$ cat src/rtl/scan_rw_ctrl.sv
// Scan-side read/write controller: deserialises {rw, addr, wdata}, issues one mux transaction, loads read data back.
// Optional WAIT-state timeout is compiled in with `define SCAN_RW_TIMEOUT_EN.
module scan_rw_ctrl #(
  parameter int ADDR_W      = 16,
  parameter int DATA_W      = 16,
  parameter int TIMEOUT_CYC = 255
) (
  input  logic              clk,
  input  logic              rst_n,
  input  logic              scan_in,
  input  logic              scan_en,
  input  logic              scan_update,
  output logic              scan_out,
  output logic              busy,
  output logic              err,
  output logic              scan_ren,
  output logic              scan_wen,
  output logic [ADDR_W-1:0] scan_addr,
  output logic [DATA_W-1:0] scan_wdata,
  input  logic [DATA_W-1:0] scan_rdata,
  input  logic              scan_ready
);

  localparam int SR_W = 1 + ADDR_W + DATA_W;

  typedef enum logic [1:0] {
    IDLE = 2'd0,
    REQ  = 2'd1,
    WAIT = 2'd2,
    DONE = 2'd3
  } state_t;

  state_t              state_q, state_d;
  logic [SR_W-1:0]     sr_q, sr_d;
  logic [ADDR_W-1:0]   addr_q, addr_d;
  logic [DATA_W-1:0]   wdata_q, wdata_d;
  logic                ren_q, ren_d;
  logic                wen_q, wen_d;
  logic                busy_q, busy_d;
  logic                err_q, err_d;
  logic                timeout_s;

`ifdef SCAN_RW_TIMEOUT_EN
  localparam int CNT_W = ($clog2(TIMEOUT_CYC + 1) > 8) ? $clog2(TIMEOUT_CYC + 1) : 8;

  logic [CNT_W-1:0] cnt_q, cnt_d;

  // Counts strobe cycles; held at zero outside REQ/WAIT so every transaction starts fresh.
  always_comb begin
    cnt_d = cnt_q;
    if (state_q == REQ || state_q == WAIT) begin
      cnt_d = cnt_q + CNT_W'(1);
    end else begin
      cnt_d = {CNT_W{1'b0}};
    end
  end

  // Timeout counter register.
  always_ff @(posedge clk) begin
    if (!rst_n) begin
      cnt_q <= {CNT_W{1'b0}};
    end else begin
      cnt_q <= cnt_d;
    end
  end

  assign timeout_s = (state_q == REQ || state_q == WAIT) && (cnt_q == CNT_W'(TIMEOUT_CYC - 1));
`else
  assign timeout_s = 1'b0;
`endif

  // Next-state, shift register and registered-output logic.
  always_comb begin
    state_d = state_q;
    sr_d    = sr_q;
    addr_d  = addr_q;
    wdata_d = wdata_q;
    ren_d   = ren_q;
    wen_d   = wen_q;
    busy_d  = busy_q;
    err_d   = err_q;
    case (state_q)
      IDLE: begin
        // Update beats shift: the command is taken from the pre-shift register.
        if (scan_update) begin
          state_d = REQ;
          addr_d  = sr_q[SR_W-2:DATA_W];
          wdata_d = sr_q[DATA_W-1:0];
          wen_d   = sr_q[SR_W-1];
          ren_d   = ~sr_q[SR_W-1];
          busy_d  = 1'b1;
          err_d   = 1'b0;
        end else if (scan_en) begin
          sr_d = {sr_q[SR_W-2:0], scan_in};
        end else begin
          sr_d = sr_q;
        end
      end
      REQ, WAIT: begin
        // sr is frozen while busy, so its MSB still holds the command's rw bit.
        if (scan_ready) begin
          state_d = DONE;
          ren_d   = 1'b0;
          wen_d   = 1'b0;
          if (!sr_q[SR_W-1]) begin
            sr_d[DATA_W-1:0] = scan_rdata;
          end else begin
            sr_d = sr_q;
          end
        end else if (timeout_s) begin
          state_d = DONE;
          ren_d   = 1'b0;
          wen_d   = 1'b0;
          err_d   = 1'b1;
          if (!sr_q[SR_W-1]) begin
            sr_d[DATA_W-1:0] = {DATA_W{1'b1}};
          end else begin
            sr_d = sr_q;
          end
        end else begin
          state_d = WAIT;
        end
      end
      DONE: begin
        state_d = IDLE;
        busy_d  = 1'b0;
      end
      default: begin
        state_d = IDLE;
        ren_d   = 1'b0;
        wen_d   = 1'b0;
        busy_d  = 1'b0;
      end
    endcase
  end

  // State and output registers with synchronous active-low reset.
  always_ff @(posedge clk) begin
    if (!rst_n) begin
      state_q <= IDLE;
      sr_q    <= {SR_W{1'b0}};
      addr_q  <= {ADDR_W{1'b0}};
      wdata_q <= {DATA_W{1'b0}};
      ren_q   <= 1'b0;
      wen_q   <= 1'b0;
      busy_q  <= 1'b0;
      err_q   <= 1'b0;
    end else begin
      state_q <= state_d;
      sr_q    <= sr_d;
      addr_q  <= addr_d;
      wdata_q <= wdata_d;
      ren_q   <= ren_d;
      wen_q   <= wen_d;
      busy_q  <= busy_d;
      err_q   <= err_d;
    end
  end

  assign scan_out   = sr_q[SR_W-1];
  assign busy       = busy_q;
  assign err        = err_q;
  assign scan_ren   = ren_q;
  assign scan_wen   = wen_q;
  assign scan_addr  = addr_q;
  assign scan_wdata = wdata_q;

endmodule
$ cat config.mk
export PLATFORM = sky130hd
export DESIGN_NAME = scan_rw_ctrl
export DESIGN_NICKNAME = d
export VERILOG_FILES = /design/src/rtl/scan_rw_ctrl.sv
export SDC_FILE = /design/constraint.sdc
export NUM_CORES = 1
export LEC_CHECK = 0
export CAP_MARGIN = 20
export CORE_MARGIN = 3
export CORE_UTILIZATION = 46
export DETAILED_ROUTE_END_ITERATION = 6
export PLACE_DENSITY = 0.75
export SYNTH_ARGS = -nofsm -noshare
export SYNTH_HDL_FRONTEND = slang
export SYNTH_SLANG_ARGS = --single-unit
$ cat constraint.sdc
create_clock -name clk -period 1.8 [get_ports clk]
set_clock_uncertainty 0.15 [all_clocks]
set_input_delay 0.27 -clock clk [delete_from_list [all_inputs] [get_ports clk]]
set_output_delay 0.27 -clock clk [all_outputs]
set_load 0.02 [all_outputs]
Word level (Yosys, flattened, before mapping) --
Cells that the tools add are included.
Operators by class: muxes and demuxes 15, reductions and logical operators 9, bitwise gates (word level) 3, equality and inequality tests 8
Operators with widths (count):
- $mux W33 | 2
- $pmux W33 S2 | 1
- $mux W16 | 2
- $ne A2 B2 Y1 const B | 5
- $pmux W1 S2 | 3
- $pmux W2 S3 | 1
- $mux W1 | 5
- $reduce_and A5 Y1 | 1
- $eq A2 B2 Y1 const B | 2
- $reduce_and A2 Y1 | 2
- $reduce_and A4 Y1 | 1
- $reduce_bool A2 Y1 | 2
- $not A1 Y1 | 3
- $reduce_and A3 Y1 | 1
- $eq A2 B1 Y1 const B | 1
- $logic_not A2 Y1 | 1
- $mux W2 | 1
- $reduce_or A2 Y1 | 1
Storage, ports and cells: logic and storage cells 43, output and inout bits 37, bits in registers 70

Depth between registers and ports, before layout --
depth in word-level cells 4, mapped depth 8, gate-level depth less buffers 5

Least setup slack after synthesis --
Ideal clock, no wire load.
path type register to register, start point reg state_q[1], end point reg sr_q[10], data arrival time 1.576 ns, cell stages (with the launch flop) 7, buffers on the path 1, required time 1.564 ns, path slack -0.012 ns, cells stage by stage dfxtp_1 inv_1 ha_1 mux2i_1 a211o_4 buf_12 a221oi_2
Between the ends: cells in the longest elaborated chain, start to end 4
Ends and longest elaborated chain:
- from (decl) | line 33 | state_t state_q, state_d;
- from (signal assigned) | line 149 | state_q <= state_d;
- $eq A2 B1 Y1 / $eq A2 B2 Y1 (equally long branches) | line 82 | case (state_q)
- $reduce_or A2 Y1 | line 82
- $ne A2 B2 Y1 (no line) / $reduce_bool A2 Y1 (equally long branches)
- $reduce_and A5 Y1 (no line)
- to (signal assigned) | line 141 | sr_q <= {SR_W{1'b0}};
- to (signal assigned) | line 150 | sr_q <= sr_d;
- to (decl) | line 34 | logic [SR_W-1:0] sr_q, sr_d;
Several ways; a longest one is shown, not always the timed one. The select of a mux whose other input is x is not followed. A chain may end at the register's enable or synchronous reset.

Worst setup path after layout --
start point reg state_q[0], end point reg sr_q[1]
The elaborated chain is that of the path after synthesis.

==> metrics <==
status completed; number of synthesis warnings 0; Clock Latency Late Sink ~0.33 ns; met2 routed wirelength between 3000 and 4000 um; post-synthesis sequential area ratio a little under half; Pwr Total about 6.7 mW; I/O pin count about 60; largest net degree at the start of global routing 46; Switching Power between 2 and 3 mW; power share of the combinational group 51.6%; most common cell after layout, fill and taps aside nand2_1; Worst EP required 1.88 ns; gpl congestion between 0.8 and 0.9; unrepaired setup endpoints after global routing true; Reg2Reg Depth 5; Die W between 80 and 90 um; most area-hungry cell type in the Yosys netlist dfxtp_1; vias in the first global route around 2.7k; #FFs+latches synth 70; post-route insts no fill 513; Die ar. 7510 sq um; placed insts approximately 500; share of cells above drive strength 1 between 10% and 20%; fin nets 459; hold path cells 2; min cycle time layout about 1.8 ns; pwr dens approximately 1600 nW/um^2; Antenna Cells 0; final wirelength ~7800 um; first-pass GRT wire length around 13000 um; clock share of power approximately 20%; Critical path origin state_q[0]$_SDFFE_PN0P_; crit start category register; met1 WL between 3000 and 4000 um; CP arrival 1.86 ns; Max Used Layer met4; IO buf count 57; GRT Overall Usage between 20% and 30%; area added between synthesis and finish 36.9%; DR pass1 iterations 5; hold_sp scan_wdata[6]$_SDFFE_PN0P_; distinct cell type count after synthesis 30; via/cell ratio around 5.5; root buf cell clkbuf_8; commonest non-fill, non-tap cells in the layout nand2_1 (83), dfxtp_1 (68), clkdlybuf4s50_1 (56), a21oi_1 (52), buf_4 (30); H-Tree Depth 3; Final Util about two thirds; share of the synthesized area in the top cell type ~47%; fillers 510; total core area ~6100 sq um; Clock transition at path regs 0.08 ns; met3 wire length 539 um; Worst Hold Class register to register; final setup violating endpoints 0; synth top area cells dfxtp_1 (47%), nand2_1 (10%), a21oi_1 (8.9%), a221oi_2 (5.0%), a211oi_1 (4.5%); crit path capture type register; Setup CP Type register to register; clk sink count 70; Post-route DRC 0; VDD IR max between 1000 and 1500 uV; drt wl/cell 15.2 um; Reg power frac 27.9%; Placement Cell Area approximately 3700 sq um; MaxCap Viol Count 0; DP HPWL between 4000 and 5000 um; P_leak between 1 and 1.5 nW; Post-Syn Area per Cell 8.24 sq um; Final Cycle Share between 90 and 100%; Clock Path Buffers 2; Detailed Route Iter0 Violations just under 200; Mapped Area about 3000 sq um; CTS Buf Count 9; switching share of power between 30% and 40%; Cells after Synth roughly 360; site row count 28; Antenna Nets Post-Route 0; Final Max Slew Viols 0; R2R Path Start state_q[0]$_SDFFE_PN0P_; f_max 563 MHz; Die Ht around 87 um; initial core utilization approximately half; crit-path max FO 8; initial antenna violation count 0; post-layout instance area between 4000 and 5000 sq um; hold_buf cts 0; internal power around 4 mW; CTS tree built; final hold violation count 0; syn_nets a little under 400; Remaining Overflow, GRT 0; vias ~2.8k
## metal layers
metal	vias up	global-route usage (%)
met3	10	5.04
met1	1338	28.4
met4	0	7.79
li1	1380	-
met5	-	0
met2	87	33.4
## final cells by class
type | count | area, sq um | share of cell area (%)
clock buffer | 9 | 124 | 3.02
multi-input combinational | 242 | 1480 | 36.0
clock inverter | 6 | 86.3 | 2.11
sequential | 70 | 1400 | 34.3
timing repair buffer | 90 | 831 | 20.3
tap | 75 | 93.8 | 2.29
inverter | 21 | 81.3 | 1.99
## Yosys cell counts
| cell type | count |
|---|---|
| clkinv_1 | 1 |
| nand4_1 | 1 |
| clkbuf_2 | 1 |
| a21oi_1 | 53 |
| or2b_1 | 1 |
| a211o_4 | 1 |
| clkbuf_1 | 17 |
| a211oi_1 | 18 |
| nor2b_1 | 3 |
| nand3b_1 | 1 |
| and3b_1 | 1 |
| buf_4 | 2 |
| o21ai_0 | 19 |
| nor2_1 | 1 |
| a221oi_1 | 6 |
| nand3_1 | 18 |
| nand2_1 | 83 |
| ha_1 | 3 |
| inv_1 | 19 |
| nand2b_1 | 17 |
| conb_1 | 1 |
| buf_12 | 1 |
| dfxtp_1 | 70 |
| buf_2 | 9 |
| and2_0 | 1 |
| inv_2 | 1 |
| buf_6 | 1 |
| mux2i_1 | 2 |
| a221oi_2 | 10 |
| or4_1 | 1 |
## critical path, cell delays in order, from the launching register on
cell	delay [ns]
dfxtp_2	0.36
inv_4	0.06
ha_4	0.31
mux2i_4	0.10
a211o_4	0.41
a221oi_2	0.30
## final timing paths
kind                                                    to  slack (ns)
worst max-delay path                  sr_q[1]$_SDFFE_PN0P_        0.02
worst min-delay path            scan_wdata[6]$_SDFFE_PN0P_        0.30
worst max register to register        sr_q[1]$_SDFFE_PN0P_        0.02
worst min register to register  scan_wdata[6]$_SDFFE_PN0P_        0.30
## state kept, by name (all words and copies together), names as in the netlist
register	flops
state_q	2
scan_addr	16
scan_ren	1
sr_q	33
scan_wdata	16
busy	1
scan_wen	1
## power groups by stage
stage	logic, mW	clock network (mW)	registers [mW]
finish	3.46	1.37	1.87
floorplan	1.98	0	1.94
global placement	2.83	0	1.88
global route	3.73	1.46	1.89
detailed placement	2.88	0	1.89
CTS	3.15	1.40	1.85
## timing repair
action	in CTS	in global routing
buffers inserted	3	1
pin swaps	4	12
gates resized for setup	7	19
setup endpoints to repair	17	29
gates cloned	1	1
## kinds of logic (layout without fill, tap and decap cells)
logic type	after synthesis	after routing	share of synthesized area, %
multiplexers	2	2	0.669
adder cells (fa/ha/maj)	3	3	1.25
flip-flops	70	70	46.8
AND/OR/NAND/NOR	128	128	19.2
buffers and inverters	52	126	7.99
other	1	1	0.125
AO/OA/AOI/OAI	107	108	23.9
## through the flow
step / TNS, ns / setup slack [ns] / hold slack, ns
floorplan: 0 / 0.0396 / 0.280
global placement: -0.462 / -0.0456 / 0.291
detailed placement: -1.21 / -0.139 / 0.295
CTS: 0 / 0.00302 / 0.306
global route: -0.0693 / -0.0269 / 0.318
finish: 0 / 0.0233 / 0.304
Note: power is estimated with default switching activity, not from simulation.
